### config.mk
export PLATFORM = sky130hd
export DESIGN_NAME = binary_encoder_seq
export DESIGN_NICKNAME = d
export VERILOG_FILES = /design/src/rtl/binary_encoder_seq.sv
export SDC_FILE = /design/constraint.sdc
export NUM_CORES = 1
export LEC_CHECK = 0
export ABC_AREA = 1
export BUFFER_PORTS_ARGS = -buffer_cell sky130_fd_sc_hd__buf_2
export CORE_MARGIN = 2
export CORE_UTILIZATION = 50
export CTS_BUF_LIST = sky130_fd_sc_hd__clkbuf_4 sky130_fd_sc_hd__clkbuf_8
export DETAILED_ROUTE_END_ITERATION = 12
export PLACE_DENSITY_LB_ADDON = 0.3
export SLEW_MARGIN = 20
export SYNTH_ARGS = -nofsm -noshare
export SYNTH_HDL_FRONTEND = slang
export SYNTH_SLANG_ARGS = --single-unit
### constraint.sdc
create_clock -name clk -period 2.2 [get_ports clk]
set_input_delay 0.22 -clock clk [delete_from_list [all_inputs] [get_ports clk]]
set_output_delay 0.22 -clock clk [all_outputs]
set_load 0.05 [all_outputs]
### src/rtl/binary_encoder_seq.sv
// Sequential multi-hot to binary index encoder: emits the index of every set bit, lowest first.
// Optional pop_count output enabled by defining BIN_ENC_POPCNT_EN.
module binary_encoder_seq #(
    parameter int WIDTH = 16,
    parameter int IDX_W = 4
) (
    input  logic             clk,
    input  logic             reset,
    input  logic             enable,
    input  logic [WIDTH-1:0] encoder_in,
    output logic             in_ready,
    output logic [IDX_W-1:0] binary_out,
    output logic             out_valid,
    input  logic             out_ready,
    output logic             last
`ifdef BIN_ENC_POPCNT_EN
    ,
    output logic [IDX_W:0]   pop_count
`endif
);

    localparam int CW = IDX_W + 1;

    typedef enum logic {
        IDLE = 1'b0,
        EMIT = 1'b1
    } state_t;

    state_t             state_q, state_d;
    logic [WIDTH-1:0]   pending_q, pending_d;
    logic [IDX_W-1:0]   idx_q, idx_d;
    logic               last_q, last_d;
    logic [WIDTH-1:0]   nxt_vec;
    logic               upd;

    function automatic logic [IDX_W-1:0] low_idx(input logic [WIDTH-1:0] v);
        logic [IDX_W-1:0] r;
        r = '0;
        for (int i = WIDTH - 1; i >= 0; i--) begin
            if (v[i]) r = IDX_W'(i);
        end
        return r;
    endfunction

    function automatic logic one_left(input logic [WIDTH-1:0] v);
        return (v != '0) && ((v & (v - WIDTH'(1))) == '0);
    endfunction

    // Next-state: load a vector in IDLE, retire the lowest pending bit on each handshake
    always_comb begin
        state_d   = state_q;
        pending_d = pending_q;
        idx_d     = idx_q;
        last_d    = last_q;
        nxt_vec   = '0;
        upd       = 1'b0;
        unique case (state_q)
            IDLE: begin
                if (enable && encoder_in != '0) begin
                    nxt_vec = encoder_in;
                    upd     = 1'b1;
                    state_d = EMIT;
                end
            end
            EMIT: begin
                if (out_ready) begin
                    nxt_vec = pending_q & (pending_q - WIDTH'(1));
                    upd     = 1'b1;
                    if (last_q) state_d = IDLE;
                end
            end
            default: state_d = IDLE;
        endcase
        if (upd) begin
            pending_d = nxt_vec;
            idx_d     = low_idx(nxt_vec);
            last_d    = one_left(nxt_vec);
        end
    end

    // State, pending vector and registered outputs
    always_ff @(posedge clk) begin
        if (reset) begin
            state_q   <= IDLE;
            pending_q <= '0;
            idx_q     <= '0;
            last_q    <= 1'b0;
        end else begin
            state_q   <= state_d;
            pending_q <= pending_d;
            idx_q     <= idx_d;
            last_q    <= last_d;
        end
    end

`ifdef BIN_ENC_POPCNT_EN
    logic [IDX_W:0] pop_q, pop_d;

    // Popcount of the incoming vector, captured only when it is accepted
    always_comb begin
        pop_d = pop_q;
        if (state_q == IDLE && enable && encoder_in != '0) begin
            pop_d = '0;
            for (int i = 0; i < WIDTH; i++) begin
                pop_d = pop_d + CW'(encoder_in[i]);
            end
        end
    end

    // Hold the count until the next load or reset
    always_ff @(posedge clk) begin
        if (reset) pop_q <= '0;
        else       pop_q <= pop_d;
    end

    assign pop_count = pop_q;
`endif

    assign in_ready   = (state_q == IDLE) & ~reset;
    assign out_valid  = (state_q == EMIT);
    assign binary_out = idx_q;
    assign last       = last_q;

endmodule

==> impl_summary.log, run 1 <==
[metrics] signed area change from the synthesized netlist to the final layout: 32.09%
[metrics] RSZ-0062 raised after global routing: true
[metrics] Antenna Violating Nets Remaining: 0
[metrics] switching share of total power: 40.60%
[metrics] boundary pin count: 27
[metrics] Filler Cells Inserted: 262
[metrics] final-report hold violation count: 0
[metrics] placed wire-length estimate: 3.242 mm
[metrics] number of distinct library cell variants in the gate-level netlist after synthesis: 28
[metrics] worst-case headroom to the max-slew limit: 64.35%
[metrics] height of the chip: 60.06 um
[metrics] worst hold path startpoint: out_ready
[metrics] internal power component: 727.0 uW
[metrics] min-delay worst type: primary input to flip-flop
[metrics] Pre-Repair DR Iteration Count: 5
[metrics] worst-case register-to-register setup slack: 50 ps
[metrics] worst path cell trace: inv_2 -> nand2_4 -> nor2_1 -> nand2_1 -> nor2_2 -> inv_2 -> a32oi_2 -> nand2_2 -> nor2_4 -> buf_6 -> nand3_2 -> nand2_1 -> nand2_1 -> nor2_1 -> nand4_1 -> a21oi_1
[metrics] clock latency of the later-clocked register in the worst-skew pair: 320 ps
[metrics] Core Area: 0.003028 mm2
[metrics] proportion of synthesized chip area in sequential cells: 28.03%
[metrics] hold depth: 4
[metrics] global routing usage summed across all routing layers: 25.28%
[metrics] kind of cell adding the most delay to the critical path: simple AND/OR/NAND/NOR gates
[metrics] pin count of the biggest net entering global routing: 23
[metrics] DRT iter0 DRCs: 170
[metrics] net count after synthesis: 279
[metrics] power spent charging and discharging nets: 496.9 uW
[metrics] Clock transition at path regs: 130 ps
[metrics] shortest period the worst path allows: 2149 ps
[metrics] number of global-route vias before repair: 1595
[metrics] category of the critical setup timing path: flip-flop to flip-flop
[metrics] routed wire length per instance: 13.55 um
[metrics] total power divided by cell area: 589.6 mW/mm2
[metrics] slowest cell on the critical path: dfxtp_2
[metrics] synthesized instance count: 259
[metrics] residual DRC count: 0
[metrics] worst hold path endpoint: out_valid
[metrics] reported leakage power: 0.9941 nW
[metrics] Initial Util: 51.90%
[metrics] Final Max Slew Viols: 0
[metrics] element type at the critical path start: flip-flop
[metrics] Detailed Route WL: 4.742 mm
[metrics] crit-path max cell delay: 360 ps
[metrics] number of endpoints failing setup at the final stage: 0
[metrics] peak supply drop: 473.7 uV
[metrics] required time of the worst setup path: 2460 ps
[metrics] crit path buf inv count: 3
[metrics] CTS max path bufs: 2
[metrics] Reg-to-Reg Start: pending_q[0]
[metrics] Yosys reg bits: 22
[metrics] count of max-cap constraint violations: 0
[metrics] most frequent cells in the layout: nand2_1 (74), nor2_1 (29), buf_2 (26), a21oi_1 (24), inv_1 (20)
[metrics] layout net count: 327
[metrics] Critical Path Sink Type: flip-flop
[metrics] Mapped Area: 0.001572 mm2
[metrics] maximum level of the CTS H-tree: 1
[metrics] final clock period utilization by the worst path: 97.69%
[metrics] endpoint of the worst register-to-register path: last
[metrics] maximum achievable frequency: 465.3 MHz
[metrics] die footprint: 0.003607 mm2
[metrics] maximum fanout count along the critical path: 5
[metrics] combinational fraction of design power: 42.9%
[metrics] global-route wire length before repair: 6.975 mm
[metrics] antenna cells: 0
[metrics] status: completed
[metrics] routability-driven placement congestion ratio: 0.9584
[metrics] fraction of power consumed by sequential logic: 37.8%
[metrics] final worst clock skew: 2.505 ps
[metrics] initial antenna violation count: 0
[metrics] proportion of layout cells with a drive suffix above 1: 36.93%
[metrics] count of buffers inserted at the top-level ports: 26
[metrics] Tightest Pin Transition: 533.1 ps
[metrics] via density per instance: 5.334
[metrics] most common cell after layout, fill and taps aside: nand2_1
[metrics] root buffer cell: clkbuf_4
[metrics] row cnt: 20
[metrics] total CTS buffers: 3
[metrics] cell type with the highest occurrence count on the critical path: nand2_1
[metrics] final-layout worst hold slack: 179.7 ps
[metrics] number of clock sinks: 22
[metrics] DIE WIDTH: 60.06 um
[metrics] residual overflow from global routing: 0
[metrics] Worst Path Arrival: 2410 ps
[metrics] share of the core filled with cells: 68.55%
[metrics] crit path setup slack, layout: 50.84 ps
[metrics] Worst Reg2Reg Path Length in Cells: 16
[metrics] CTS tree: done
[metrics] Post-Synthesis Mean Instance Area: 6.068 um2
[metrics] Yosys Warn Count: 0
[metrics] fraction of power consumed by the clock network: 19.3%
[metrics] Vias: 1867
[metrics] placement-stage worst setup slack: -51.44 ps
==> flip-flops by register name (all words and copies together), names as in the netlist <==
register,flops
binary_out,4
last,1
out_valid,1
pending_q,16
==> cells by family (layout without fill, tap and decap cells) <==
logic type	Yosys count	count (layout)	synth area share, %
buffers and inverters	41	87	10.75
DFF	22	22	28.03
AOI/OAI and AO/OA	48	48	20.46
adders and majority gates	1	1	0.7165
and+or+nand+nor	147	148	40.05
==> worst reg2reg max path, cell delays in order, from the launching register on <==
cell and delay, ps:
dfxtp_2 360, inv_2 70, nand2_4 60, nor2_1 110, nand2_1 100, nor2_2 150
inv_2 40, a32oi_2 240, nand2_2 140, nor2_4 190, buf_6 120, nand3_2 60
nand2_1 60, nand2_1 60, nor2_1 100, nand4_1 100, a21oi_1 140
==> routing by layer <==
layer	vias to the layer above	part of all wire (%)	GRT usage, %
met2	88	49	40.68
met4	0	1.5	7.302
met5	-	0	0
met1	839	43	34.52
li1	930	-	-
met3	10	6.8	4.329
==> power by group through the flow <==
| stage | sequential, mW | clock (mW) | combinational (mW) |
|---|---|---|---|
| 3_5_place_dp | 0.467 | 0 | 0.431 |
| 3_3_place_gp | 0.466 | 0 | 0.427 |
| 5_1_grt | 0.467 | 0.249 | 0.572 |
| 4_1_cts | 0.458 | 0.238 | 0.434 |
| 6_report | 0.463 | 0.236 | 0.525 |
| 2_1_floorplan | 0.503 | 0 | 0.273 |
==> cell type report <==
type / count / area (um2) / area share [%]
Tap cell: 44 / 55.05 / 2.652
Multi-Input combinational cell: 197 / 1080 / 52.02
Inverter: 35 / 133.9 / 6.450
Clock buffer: 4 / 36.28 / 1.748
Sequential cell: 22 / 455.4 / 21.94
Timing Repair Buffer: 48 / 315.3 / 15.19
==> repair_timing <==
item	CTS	global route
setup endpoints to repair	1	3
pin swaps	0	29
buffers inserted	0	12
resized for setup	1	47
gates cloned	0	1
hold buffers	0	0
==> synth_stat cells <==
cell	instances	area, um2
nand2_1	79	296.5
nor2_1	37	138.9
a21oi_1	25	125.1
inv_1	24	90.09
dfxtp_1	22	440.4
nand3_1	14	70.07
inv_2	11	41.29
nor2_2	5	31.28
o21ai_1	5	25.02
clkbuf_1	4	15.01
nand2_2	4	25.02
o211ai_1	4	30.03
a32oi_2	3	48.80
nand4_1	3	18.77
o21ai_0	3	15.01
buf_6	2	22.52
nor3_1	2	10.01
o32ai_1	2	17.52
a211oi_1	1	7.510
a21oi_4	1	16.27
maj3_2	1	11.26
nand2_4	1	11.26
nand3b_1	1	7.510
nor2_8	1	20.02
o21a_1	1	7.510
o21ai_2	1	8.760
o21bai_1	1	7.510
o22ai_2	1	12.51
==> how the worst max path moves through the flow <==
stage / from / to / slack [ps] / cells after the start
global placement: encoder_in[0] / last / -30 / 14
floorplan: out_valid / last / 70 / 14
global route: pending_q[5] / last / -150 / 15
detailed placement: encoder_in[0] / last / -50 / 14
CTS: pending_q[2] / last / 40 / 13
finish: pending_q[0] / last / 50 / 16
==> stage by stage <==
step	total power [mW]	instance area (um2)	setup TNS, ps	instances
global route	1.288	2076	-264.6	350
floorplan	0.7760	1572	0	259
global placement	0.8937	1814	-32.94	334
detailed placement	0.8978	1814	-51.44	334
finish	1.224	2076	0	350
CTS	1.131	1853	0	338
(Power assumes the default switching activity.)
==> run 2: changes to the inputs <==
ABC_AREA = default   (was 1)
==> run 2 against run 1 <==
  * Largest cell class unchanged
  * Highest routed layer unchanged
  * Worst setup slack got worse by 370 ps
  * Combinational power decreased by 9.3%
  * Clock power decreased by 15%
  * Clock skew increased by 8.4 ps
  * Sequential share of layout area increased by 0.97 points
  * The flow now finishes with violations (negative setup slack)
  * Via count decreased by 4.0%
  * Cell count decreased by 21%
  * Global-route usage increased by 3.1 points
  * First-iteration DRC count decreased by 39%
  * Die area decreased by 7.4%
==> impl_summary.log, run 2 <==
[metrics] internal power component: 696.6 uW (was 727.0 uW)
[metrics] flip-flop count of the largest register, all copies and words added: 16 (unchanged)
[metrics] Biggest register: pending_q (unchanged)
[metrics] Post-Synthesis Mean Instance Area: 7.653 um2 (was 6.068 um2)
[metrics] maximum level of the CTS H-tree: 1 (unchanged)
[metrics] routed wire length per instance: 16.47 um (was 13.55 um)
[metrics] Clock transition at path regs: 140 ps (was 130 ps)
[metrics] min-delay worst type: primary input to flip-flop (unchanged)
[metrics] net count after synthesis: 209 (was 279)
[metrics] fraction of power consumed by sequential logic: 40.3% (was 37.8%)
[metrics] Tightest Pin Transition: 471.5 ps (was 533.1 ps)
[metrics] Worst Path Arrival: 2770 ps (was 2410 ps)
[metrics] signed area change from the synthesized netlist to the final layout: 33.65% (was 32.09%)
[metrics] most frequent cells in the layout: buf_4 (36), buf_2 (26), nand2_1 (25), a21oi_1 (25), nor2_1 (21) (was nand2_1 (74), nor2_1 (29), buf_2 (26), a21oi_1 (24), inv_1 (20))
[metrics] share of the core filled with cells: 70.10% (was 68.55%)
[metrics] final clock period utilization by the worst path: 114.3% (was 97.69%)
[metrics] ranking of synthesized cells by instance count: a21oi_1 (25), nand2_1 (25), nor2_1 (23) (was nand2_1 (79), nor2_1 (37), a21oi_1 (25))
[metrics] maximum achievable frequency: 397.6 MHz (was 465.3 MHz)
[metrics] final worst clock skew: 10.86 ps (was 2.505 ps)
[metrics] total power: 1.132 mW (was 1.224 mW)
[metrics] DIE WIDTH: 57.79 um (was 60.06 um)
[metrics] element type at the critical path start: flip-flop (unchanged)
[metrics] residual overflow from global routing: 0 (unchanged)
[metrics] Final Max Slew Viols: 0 (unchanged)
[metrics] power spent charging and discharging nets: 435.9 uW (was 496.9 uW)
[metrics] total CTS buffers: 3 (unchanged)
[metrics] fraction of power consumed by the clock network: 17.7% (was 19.3%)
[metrics] Antenna Violating Nets Remaining: 0 (unchanged)
[metrics] clock latency of the later-clocked register in the worst-skew pair: 320 ps (about the same)
[metrics] residual DRC count: 0 (unchanged)
[metrics] global-route wire length before repair: 7.362 mm (was 6.975 mm)
[metrics] required time of the worst setup path: 2460 ps (about the same)
[metrics] via density per instance: 6.446 (was 5.334)
[metrics] setup TNS: -968.6 ps (was 0 ps)
[metrics] Core Area: 0.002758 mm2 (was 0.003028 mm2)
[metrics] initial antenna violation count: 0 (unchanged)
[metrics] Yosys Warn Count: 0 (unchanged)
[metrics] Mapped Area: 0.001446 mm2 (was 0.001572 mm2)
[metrics] count of max-cap constraint violations: 0 (unchanged)
[metrics] CTS max path bufs: 2 (unchanged)
[metrics] final-report hold violation count: 0 (unchanged)
[metrics] number of clock sinks: 22 (unchanged)
[metrics] number of distinct library cell variants in the gate-level netlist after synthesis: 53 (was 28)
[metrics] synthesized instance count: 189 (was 259)
[metrics] kind of cell adding the most delay to the critical path: simple AND/OR/NAND/NOR gates (unchanged)
[metrics] crit path buf inv count: 0 (was 3)
[metrics] total area of multi-input combinational cells: 0.001002 mm2 (was 0.001080 mm2)
[metrics] dominant cell type by area after synthesis: dfxtp_1 (unchanged)
[metrics] crit path setup slack, layout: -314.9 ps (was 50.84 ps)
[metrics] Initial Util: 52.45% (was 51.90%)
[metrics] shortest period the worst path allows: 2515 ps (was 2149 ps)
[metrics] final-layout worst hold slack: 173.7 ps (was 179.7 ps)
[metrics] count of buffers inserted at the top-level ports: 26 (unchanged)
[metrics] RSZ-0062 raised after global routing: true (unchanged)
[metrics] number of global-route vias before repair: 1616 (was 1595)
[metrics] count of hold buffers inserted by post-cts repair: 0 (unchanged)
[metrics] Pre-Repair DR Iteration Count: 4 (was 5)
[metrics] most common cell after layout, fill and taps aside: buf_4 (was nand2_1)
[metrics] combinational fraction of design power: 42.0% (was 42.9%)
[metrics] Detailed Route WL: 4.579 mm (was 4.742 mm)
[metrics] antenna cells: 0 (unchanged)
[metrics] Critical Path Sink Type: flip-flop (unchanged)
[metrics] slowest cell on the critical path: or4_4 (was dfxtp_2)
[metrics] height of the chip: 57.79 um (was 60.06 um)
[metrics] Vias: 1792 (was 1867)
[metrics] worst path cell trace: or4_4 -> or4_1 -> a32o_2 -> nor4_4 -> o221ai_1 -> a211o_1 -> o31ai_2 (was inv_2 -> nand2_4 -> nor2_1 -> nand2_1 -> nor2_2 -> inv_2 -> a32oi_2 -> nand2_2 -> nor2_4 -> buf_6 -> nand3_2 -> nand2_1 -> nand2_1 -> nor2_1 -> nand4_1 -> a21oi_1)
[metrics] root buffer cell: clkbuf_4 (unchanged)
[metrics] maximum fanout count along the critical path: 4 (was 5)
[metrics] boundary pin count: 27 (unchanged)
[metrics] worst-case headroom to the max-slew limit: 68.28% (was 64.35%)
[metrics] crit-path max cell delay: 540 ps (was 360 ps)
[metrics] pin count of the biggest net entering global routing: 26 (was 23)
[metrics] status: finished with violations (was completed)
[metrics] sequential standard cell area: 442.9 um2 (was 455.4 um2)
[metrics] EDFF count, synth: 0 (unchanged)
[metrics] Filler Cells Inserted: 232 (was 262)
[metrics] switching share of total power: 38.49% (was 40.60%)
[metrics] layout net count: 269 (was 327)
[metrics] die footprint: 0.003339 mm2 (was 0.003607 mm2)
[metrics] top_reg_cell synth: dfxtp_1 (unchanged)
[metrics] total power divided by cell area: 585.8 mW/mm2 (was 589.6 mW/mm2)
[metrics] DRT iter0 DRCs: 104 (was 170)
[metrics] portion of synthesized cell area occupied by the leading cell type: 30.45% (was 28.03%)
[metrics] category of the critical setup timing path: flip-flop to flip-flop (unchanged)
[metrics] number of endpoints failing setup at the final stage: 5 (was 0)
[metrics] global routing usage summed across all routing layers: 28.35% (was 25.28%)
[metrics] routability-driven placement congestion ratio: 0.8740 (was 0.9584)
[metrics] top area cells in the synthesized netlist: dfxtp_1 (30%), a21oi_1 (8.7%), nand2_1 (6.5%) (was dfxtp_1 (28%), nand2_1 (19%), nor2_1 (8.8%))
[metrics] proportion of synthesized chip area in sequential cells: 30.45% (was 28.03%)
[metrics] CTS tree: done (unchanged)
[metrics] placed wire-length estimate: 3.416 mm (was 3.242 mm)
[metrics] reported leakage power: 0.8531 nW (was 0.9941 nW)
[metrics] row cnt: 19 (was 20)
[metrics] proportion of layout cells with a drive suffix above 1: 34.82% (was 36.93%)
[metrics] peak supply drop: 456.4 uV (was 473.7 uV)
[metrics] Yosys reg bits: 22 (unchanged)
[metrics] share of async-settable or async-resettable flops after synthesis: 0% (unchanged)
[metrics] violated checks: negative setup slack
[run 2: cell types whose count changed in the layout (fill, tap and decap cells not counted), sizes merged, moves of 3 or more]
cell,before,now
nand3,14,6
nor4,0,8
inv,35,1
a32o,0,8
nand2,84,26
nor2,44,23
buf,48,64
and2,0,3
nand4b,0,4
[run 2: cells by family (layout without fill, tap and decap cells)]
family	Yosys count	after routing	synth area share (%)
AND/OR/NAND/NOR	85	85	30.62
AO/OA/AOI/OAI	70	70	34.34
flip-flops	22	22	30.45
buffers and inverters	10	68	3.200
adder cells (fa/ha/maj)	2	2	1.384
[run 2: metrics by stage]
step | instances | worst slack, ps | instance area (um2)
6_report | 278 | -314.9 | 1933
5_1_grt | 278 | -384.7 | 1933
4_1_cts | 275 | -289.2 | 1882
3_5_place_dp | 270 | -258.5 | 1821
3_3_place_gp | 270 | -208.5 | 1821
2_1_floorplan | 189 | -232.5 | 1446
[run 2: final cells by class]
type                       instances  share of cell area (%)
sequential                        22                   22.91
multi-input combinational        157                   51.84
tap                               31                   2.006
timing repair buffer              64                   21.88
clock buffer                       3                   1.165
inverter                           1                  0.1942
[run 2: final timing paths]
path	slack, ps	start	end	cells after the start
worst max-delay path	-310	pending_q[0]	last	7
worst min-delay path	170	out_ready	out_valid	4
worst max register to register	-310	pending_q[0]	last	7
worst min register to register	460	binary_out[3]	binary_out[3]	2
[run 2: metal layers]
layer / share of wire [%] / wire length [um] / GRT usage [%]
met5: 0 / 0 / 0
met4: 1.7 / 80 / 11.63
met3: 8.4 / 383 / 4.911
met2: 44 / 2020 / 42.69
met1: 46 / 2094 / 40.06
[run 2: worst min-delay path: cells and delay by family]
family	cells	cell delay, ps
buffers and inverters	1	90
AOI/OAI and AO/OA	1	50
and+or+nand+nor	2	100
[run 2: power groups by stage]
stage                     clock (mW)  combinational (mW)  sequential, mW
after global placement             0               0.427           0.460
after global routing           0.216               0.511           0.459
after CTS                      0.192               0.454           0.454
after detailed placement           0               0.438           0.463
after floorplan                    0               0.230           0.505
final                          0.200               0.476           0.457
[run 2: what timing repair did]
action / 4_1_cts / 5_1_grt
endpoints found under the setup margin: 5 / 5
pin swaps: 1 / 6
gates resized for setup: 5 / 8
setup buffers: 2 / 3
